--- config.mk ---
export PLATFORM = sky130hd
export DESIGN_NAME = cuckoo_kv_engine
export DESIGN_NICKNAME = d
export VERILOG_FILES = /design/src/rtl/cuckoo_kv_engine.sv
export SDC_FILE = /design/constraint.sdc
export NUM_CORES = 2
export LEC_CHECK = 0
export CAP_MARGIN = 20
export CELL_PAD_IN_SITES_DETAIL_PLACEMENT = 1
export CELL_PAD_IN_SITES_GLOBAL_PLACEMENT = 2
export CORE_ASPECT_RATIO = 1.25
export CORE_MARGIN = 2
export CORE_UTILIZATION = 49
export DETAILED_ROUTE_END_ITERATION = 10
export PLACE_DENSITY_LB_ADDON = 0.1
export SLEW_MARGIN = 20
export SYNTH_ARGS = -nofsm -noshare
export SYNTH_HDL_FRONTEND = slang
export SYNTH_SLANG_ARGS = --single-unit
--- constraint.sdc ---
create_clock -name clock -period 17.5 [get_ports clock]
set_input_delay 3.5 -clock clock [delete_from_list [all_inputs] [get_ports clock]]
set_output_delay 3.5 -clock clock [all_outputs]
set_load 0.01 [all_outputs]
--- src/rtl/cuckoo_kv_engine.sv ---
// rtl/cuckoo_kv_engine.sv - two-table cuckoo-hash balance store with bounded-kick insert and one-entry stash
module cuckoo_kv_engine #(
   parameter int KEY_WIDTH = 32,
   parameter int VAL_WIDTH = 32,
   parameter int ADDR_BITS = 4,
   parameter int MAX_KICKS = 11
) (
   input  logic                 clock,
   input  logic                 reset_n,
   input  logic                 req_valid,
   output logic                 req_ready,
   input  logic [1:0]           req_op,
   input  logic [KEY_WIDTH-1:0] req_key,
   input  logic [VAL_WIDTH-1:0] req_value,
   output logic                 resp_valid,
   output logic [2:0]           resp_status,
   output logic [VAL_WIDTH-1:0] resp_value,
   output logic [ADDR_BITS+1:0] count
);
   localparam int DEPTH = 2 ** ADDR_BITS;
   localparam int KW    = $clog2(MAX_KICKS + 1);
   localparam logic [1:0] OP_SEARCH = 2'd0, OP_CREDIT = 2'd2, OP_DEBIT = 2'd3;
   localparam logic [2:0] ST_OK = 3'd0, ST_NOT_FOUND = 3'd1, ST_DUPLICATE = 3'd2, ST_FULL = 3'd3,
                          ST_UNDERFLOW = 3'd4, ST_OVERFLOW = 3'd5, ST_BAD_KEY = 3'd6;
   localparam logic [ADDR_BITS+1:0] CNT_ONE  = 1;
   localparam logic [ADDR_BITS-1:0] IDX_ONE  = 1;
   localparam logic [KW-1:0]        KICK_ONE = 1;
   localparam logic [KW-1:0]        KICK_MAX = KW'(MAX_KICKS);

   typedef enum logic [2:0] {S_CLEAR, S_IDLE, S_LOOKUP, S_KICK1, S_KICK2, S_RESP} state_t;

   state_t state, state_n;
   logic [KEY_WIDTH-1:0] t1_key [DEPTH];
   logic [VAL_WIDTH-1:0] t1_val [DEPTH];
   logic [KEY_WIDTH-1:0] t2_key [DEPTH];
   logic [VAL_WIDTH-1:0] t2_val [DEPTH];

   logic [ADDR_BITS-1:0] clr_idx, clr_idx_n;
   logic [1:0]           op_q, op_n;
   logic [KEY_WIDTH-1:0] key_q, key_n, carry_key, carry_key_n, stash_key, stash_key_n;
   logic [VAL_WIDTH-1:0] val_q, val_n, carry_val, carry_val_n, stash_val, stash_val_n;
   logic [KW-1:0]        kicks, kicks_n;
   logic                 stash_v, stash_v_n, ready_n, resp_valid_n;
   logic [2:0]           resp_status_n;
   logic [VAL_WIDTH-1:0] resp_value_n;
   logic [ADDR_BITS+1:0] count_n;

   logic                 t1_we, t2_we, wb_en, done_ok, do_spill;
   logic [ADDR_BITS-1:0] t1_addr, t2_addr;
   logic [KEY_WIDTH-1:0] t1_wkey, t2_wkey;
   logic [VAL_WIDTH-1:0] t1_wval, t2_wval, wb_val, hit_val;
   logic [ADDR_BITS-1:0] lk_a1, lk_a2, k_a1, k_a2;
   logic                 hit1, hit2, hit_s, hit;
   logic [VAL_WIDTH:0]   sum;

   assign lk_a1   = key_q[ADDR_BITS-1:0];
   assign lk_a2   = key_q[2*ADDR_BITS-1:ADDR_BITS] ^ key_q[ADDR_BITS-1:0];
   assign k_a1    = carry_key[ADDR_BITS-1:0];
   assign k_a2    = carry_key[2*ADDR_BITS-1:ADDR_BITS] ^ carry_key[ADDR_BITS-1:0];
   assign hit1    = (t1_key[lk_a1] == key_q);
   assign hit2    = (t2_key[lk_a2] == key_q);
   assign hit_s   = stash_v && (stash_key == key_q);
   assign hit     = hit1 || hit2 || hit_s;
   assign hit_val = hit1 ? t1_val[lk_a1] : (hit2 ? t2_val[lk_a2] : stash_val);
   assign sum     = {1'b0, hit_val} + {1'b0, val_q};

   always_comb begin
      state_n = state;  clr_idx_n = clr_idx;
      op_n = op_q;  key_n = key_q;  val_n = val_q;
      carry_key_n = carry_key;  carry_val_n = carry_val;  kicks_n = kicks;
      stash_v_n = stash_v;  stash_key_n = stash_key;  stash_val_n = stash_val;
      count_n = count;  ready_n = 1'b0;  resp_valid_n = 1'b0;
      resp_status_n = resp_status;  resp_value_n = resp_value;
      t1_we = 1'b0;  t1_addr = lk_a1;  t1_wkey = key_q;  t1_wval = val_q;
      t2_we = 1'b0;  t2_addr = lk_a2;  t2_wkey = key_q;  t2_wval = val_q;
      wb_en = 1'b0;  wb_val = '0;  done_ok = 1'b0;  do_spill = 1'b0;
      case (state)
         S_CLEAR: begin
            t1_we = 1'b1;  t1_addr = clr_idx;  t1_wkey = '0;  t1_wval = '0;
            t2_we = 1'b1;  t2_addr = clr_idx;  t2_wkey = '0;  t2_wval = '0;
            clr_idx_n = clr_idx + IDX_ONE;
            if (&clr_idx) begin
               state_n = S_IDLE;
               ready_n = 1'b1;
            end
         end
         S_IDLE: begin
            ready_n = 1'b1;
            if (req_valid && req_ready) begin
               op_n = req_op;  key_n = req_key;  val_n = req_value;
               state_n = S_LOOKUP;
               ready_n = 1'b0;
            end
         end
         S_LOOKUP: begin
            state_n = S_RESP;  resp_valid_n = 1'b1;  resp_value_n = '0;
            if (key_q == '0) resp_status_n = ST_BAD_KEY;
            else if (op_q == OP_SEARCH) begin
               resp_status_n = hit ? ST_OK : ST_NOT_FOUND;
               if (hit) resp_value_n = hit_val;
            end else if (op_q == OP_CREDIT || op_q == OP_DEBIT) begin
               if (!hit) resp_status_n = ST_NOT_FOUND;
               else if (op_q == OP_CREDIT && sum[VAL_WIDTH]) resp_status_n = ST_OVERFLOW;
               else if (op_q == OP_DEBIT && val_q > hit_val) resp_status_n = ST_UNDERFLOW;
               else begin
                  wb_en = 1'b1;
                  wb_val = (op_q == OP_CREDIT) ? sum[VAL_WIDTH-1:0] : hit_val - val_q;
                  resp_status_n = ST_OK;
                  resp_value_n = wb_val;
               end
            end else if (hit) resp_status_n = ST_DUPLICATE;
            else if (stash_v) resp_status_n = ST_FULL;
            else if (t1_key[lk_a1] == '0) begin
               t1_we = 1'b1;
               done_ok = 1'b1;
            end else begin
               carry_key_n = key_q;  carry_val_n = val_q;  kicks_n = '0;
               state_n = S_KICK1;  resp_valid_n = 1'b0;  resp_value_n = resp_value;
            end
            // balance updates land in whichever of the three locations matched
            if (wb_en) begin
               if (hit1) begin t1_we = 1'b1;  t1_wval = wb_val; end
               else if (hit2) begin t2_we = 1'b1;  t2_wval = wb_val; end
               else stash_val_n = wb_val;
            end
         end
         S_KICK1: begin
            t1_we = 1'b1;  t1_addr = k_a1;  t1_wkey = carry_key;  t1_wval = carry_val;
            kicks_n = kicks + KICK_ONE;
            if (t1_key[k_a1] == '0) done_ok = 1'b1;
            else begin
               carry_key_n = t1_key[k_a1];  carry_val_n = t1_val[k_a1];
               if (kicks_n == KICK_MAX) do_spill = 1'b1;
               else state_n = S_KICK2;
            end
         end
         S_KICK2: begin
            t2_we = 1'b1;  t2_addr = k_a2;  t2_wkey = carry_key;  t2_wval = carry_val;
            if (t2_key[k_a2] == '0) done_ok = 1'b1;
            else begin
               kicks_n = kicks + KICK_ONE;
               carry_key_n = t2_key[k_a2];  carry_val_n = t2_val[k_a2];
               if (kicks_n == KICK_MAX) do_spill = 1'b1;
               else state_n = S_KICK1;
            end
         end
         S_RESP: begin
            state_n = S_IDLE;
            ready_n = 1'b1;
         end
         default: state_n = S_CLEAR;
      endcase
      if (done_ok) begin
         count_n = count + CNT_ONE;
         state_n = S_RESP;  resp_valid_n = 1'b1;
         resp_status_n = ST_OK;  resp_value_n = val_q;
      end
      // the last evicted entry is parked rather than dropped
      if (do_spill) begin
         stash_v_n = 1'b1;  stash_key_n = carry_key_n;  stash_val_n = carry_val_n;
         count_n = count + CNT_ONE;
         state_n = S_RESP;  resp_valid_n = 1'b1;
         resp_status_n = ST_FULL;  resp_value_n = '0;
      end
   end

   always_ff @(posedge clock) begin
      if (t1_we) begin
         t1_key[t1_addr] <= t1_wkey;
         t1_val[t1_addr] <= t1_wval;
      end
      if (t2_we) begin
         t2_key[t2_addr] <= t2_wkey;
         t2_val[t2_addr] <= t2_wval;
      end
   end

   always_ff @(posedge clock or negedge reset_n) begin
      if (!reset_n) begin
         state <= S_CLEAR;  clr_idx <= '0;
         op_q <= '0;  key_q <= '0;  val_q <= '0;
         carry_key <= '0;  carry_val <= '0;  kicks <= '0;
         stash_v <= 1'b0;  stash_key <= '0;  stash_val <= '0;
         count <= '0;  req_ready <= 1'b0;  resp_valid <= 1'b0;
         resp_status <= '0;  resp_value <= '0;
      end else begin
         state <= state_n;  clr_idx <= clr_idx_n;
         op_q <= op_n;  key_q <= key_n;  val_q <= val_n;
         carry_key <= carry_key_n;  carry_val <= carry_val_n;  kicks <= kicks_n;
         stash_v <= stash_v_n;  stash_key <= stash_key_n;  stash_val <= stash_val_n;
         count <= count_n;  req_ready <= ready_n;  resp_valid <= resp_valid_n;
         resp_status <= resp_status_n;  resp_value <= resp_value_n;
      end
   end
endmodule

==> flow_metrics.env <==
export IMPL_ys_seq_elements=2297
export IMPL_ant_nets=0
export IMPL_finClkSkew_ns=0.0769
export IMPL_cp_slowest_cell="dfrtp_4"
export IMPL_clkSlewWorstSetupHoldPaths_ns=0.06
export IMPL_cts_inserted_buffers=235
export IMPL_yosysTopAreaCell="edfxtp_1"
export IMPL_place_gp_congestion=0.974
export IMPL_fmax_mhz=74.4
export IMPL_drc=0
export IMPL_fin_nets=6985
export IMPL_wire_per_inst_um=40.1
export IMPL_grt_busiest_layer="met2"
export IMPL_die_w_um=434
export IMPL_core_um2=230000
export IMPL_grt_total_usage=0.348
export IMPL_antenna_found_initial=8
export IMPL_synth_cell_type_count=90
export IMPL_path_common_cell="buf_4"
export IMPL_pin_count=112
export IMPL_cts_root_buffer="clkbuf_16"
export IMPL_drive_above_1_share=0.275
export IMPL_relSlewSlack=0.166
export IMPL_period_needed_ns=13.44
export IMPL_syn_nets=6881
export IMPL_syn_inst=6739
export IMPL_grtUsageMet3=0.0502
export IMPL_dr_pass1_iters=6
export IMPL_setup_viol=0
export IMPL_synth_edf_count=2048
export IMPL_grt_pass1_wl_mm=572
export IMPL_num_vias=70500
export IMPL_cp_end_kind="register"
export IMPL_synth_top_cell_area_share=0.544
export IMPL_ys_seq_area_frac=0.599
export IMPL_via_per_inst=6.96
export IMPL_critPathBufInv=8
export IMPL_grt_setup_unrepaired="no"
export IMPL_startpoint="key_q[1]"
export IMPL_cts_repair_resized=0
export IMPL_fin_setup_tns_ns=0
export IMPL_finalHoldViolations=0
export IMPL_clock_latency_ns=0.94
export IMPL_critPathKind="reg2reg"
export IMPL_tritoncts="done"
export IMPL_slew_violations=0
export IMPL_crit_family="buffers and inverters"
export IMPL_synth_area_top_cells="edfxtp_1 54%, mux4_2 23%, dfrtp_1 5.5%"
export IMPL_yosysMostFrequentCell="edfxtp_1"
export IMPL_crit_required_ns=18.00
export IMPL_die_h_um=541
export IMPL_cts_hold_buf=0
export IMPL_fin_crit_sh=0.768
export IMPL_area_growth_pct=11.9
export IMPL_slowest_delay_ns=0.92
export IMPL_cp_max_fo=99
export IMPL_maxCapViolCount=0
export IMPL_hpwl_mm=262
export IMPL_drt_iter0_markers=8102
export IMPL_yosysWarningCount=0
export IMPL_grt_ovfl_total=0
export IMPL_critPathArrivalTime_ns=13.94
export IMPL_grt_pass1_vias=73400
export IMPL_hold_path_class="reg2reg"
export IMPL_clock_sinks=2297
export IMPL_worstSetupStartpointType="register"
export IMPL_worstMarginPinSlew_ns=1.24
export IMPL_clock_path_buffers=4
export IMPL_postCtsSetupBuffers=0
export IMPL_gr_usage_met1=0.445
export IMPL_grt_max_degree=102
export IMPL_grtUsageMet2=0.566
export IMPL_start_util=0.491
export IMPL_status="completed"
export IMPL_numPortBuffers=111
export IMPL_min_from="count[5]"
export IMPL_synth_flop_cell="edfxtp_1"
export IMPL_htree_levels=4
export IMPL_dieArea_um2=235000
export IMPL_synthTopCellsByCount="2,048 x edfxtp_1, 1,133 x mux4_2, 558 x nand2_1"
export IMPL_wl_mm=406
export IMPL_synthesis_area_um2=113000
export IMPL_reg2reg_from="key_q[1]"
export IMPL_async_reset_ff_frac=0.108
export IMPL_syn_avg_cell_area_um2=16.8
export IMPL_row_count=197
-- cell type report --
class,count,area [µm²]
diodes,4,10.0
clock buffers,283,6230
clock inverters,149,1520
fillers,20700,104000
inverters,98,370
multi-input cells,3830,43300
flip-flops and latches,2297,67800
well taps,3084,3860
repair buffers,381,3340
-- path summary, 6_finish.rpt --
| kind | to | slack, ns | depth (start not counted) |
|---|---|---|---|
| min reg2reg | count[5] | 0.47 | 1 |
| max reg2reg | t1_key[3][5] | 4.06 | 34 |
| min in group asynchronous | resp_valid | 2.65 | 1 |
| min | count[5] | 0.47 | 1 |
| max | t1_key[3][5] | 4.06 | 34 |
| max in group asynchronous | key_q[0] | 12.63 | 3 |
-- cell families (layout without fill, tap and decap cells) --
logic type / count (synthesis) / in the layout / synth area share
xor+xnor: 187 / 187 / 0.0146
other cells: 0 / 4 / 0
fa+ha+maj: 73 / 73 / 0.00821
flops: 2297 / 2297 / 0.599
compound gates: 915 / 915 / 0.0546
simple gates: 1252 / 1252 / 0.0504
buf+inv: 612 / 911 / 0.0226
mux: 1403 / 1403 / 0.250
-- metal layers --
| metal | up-vias | wire, µm |
|---|---|---|
| met2 | 3443 | 198000 |
| met3 | 875 | 27600 |
| met1 | 38300 | 151000 |
| met5 | - | 47 |
| met4 | 6 | 29300 |
| li1 | 27900 | - |
-- state kept, by name, summed over array words and instances (netlist names) --
signal       count
t1_key         512
t1_val         512
t2_key         512
t2_val         512
carry_key       32
carry_val       32
key_q           32
resp_value      32
stash_key       32
stash_val       32
val_q           32
count            6
clr_idx          4
kicks            4
resp_status      3
state            3
op_q             2
req_ready        1
resp_valid       1
stash_v          1
-- per-stage QoR --
step / area (µm²) / hold slack, ns / setup slack, ns / util / std cells
6_report: 126000 / 0.475 / 4.06 / 0.550 / 10100
3_5_place_dp: 119000 / 0.467 / 4.28 / 0.516 / 9685
5_1_grt: 126000 / 0.501 / 3.67 / 0.550 / 10100
2_1_floorplan: 113000 / 0.440 / 3.57 / - / 6739
3_3_place_gp: 119000 / 0.459 / 4.36 / 0.515 / 9684
4_1_cts: 126000 / 0.481 / 4.21 / 0.549 / 10100
-- layout by cell type (no fill, tap or decap), types with 19 or more instances in the layout --
cell type / instances
clkbuf_16: 240
nand2_1: 557
nor2b_1: 21
xnor2_1: 126
buf_4: 254
clkinv_2: 50
nor2_1: 214
nor3_1: 25
mux2i_1: 214
a31oi_1: 49
bufinv_16: 30
a221o_1: 83
a21oi_1: 171
o21ai_0: 239
a22oi_1: 45
nor4_1: 38
nand3_1: 152
mux4_2: 1133
a221oi_1: 34
nand2b_1: 60
mux2_2: 55
clkdlybuf4s50_1: 110
inv_1: 95
edfxtp_1: 2048
clkbuf_1: 37
or3_1: 19
dfrtp_1: 240
xor2_1: 50
nor2_4: 26
clkinv_1: 46
a21o_1: 20
a22o_1: 70
ha_1: 71
nand4_1: 38
Power is not shown: default switching activity piles up to over one toggle a cycle in this logic, so the estimate is an artifact.
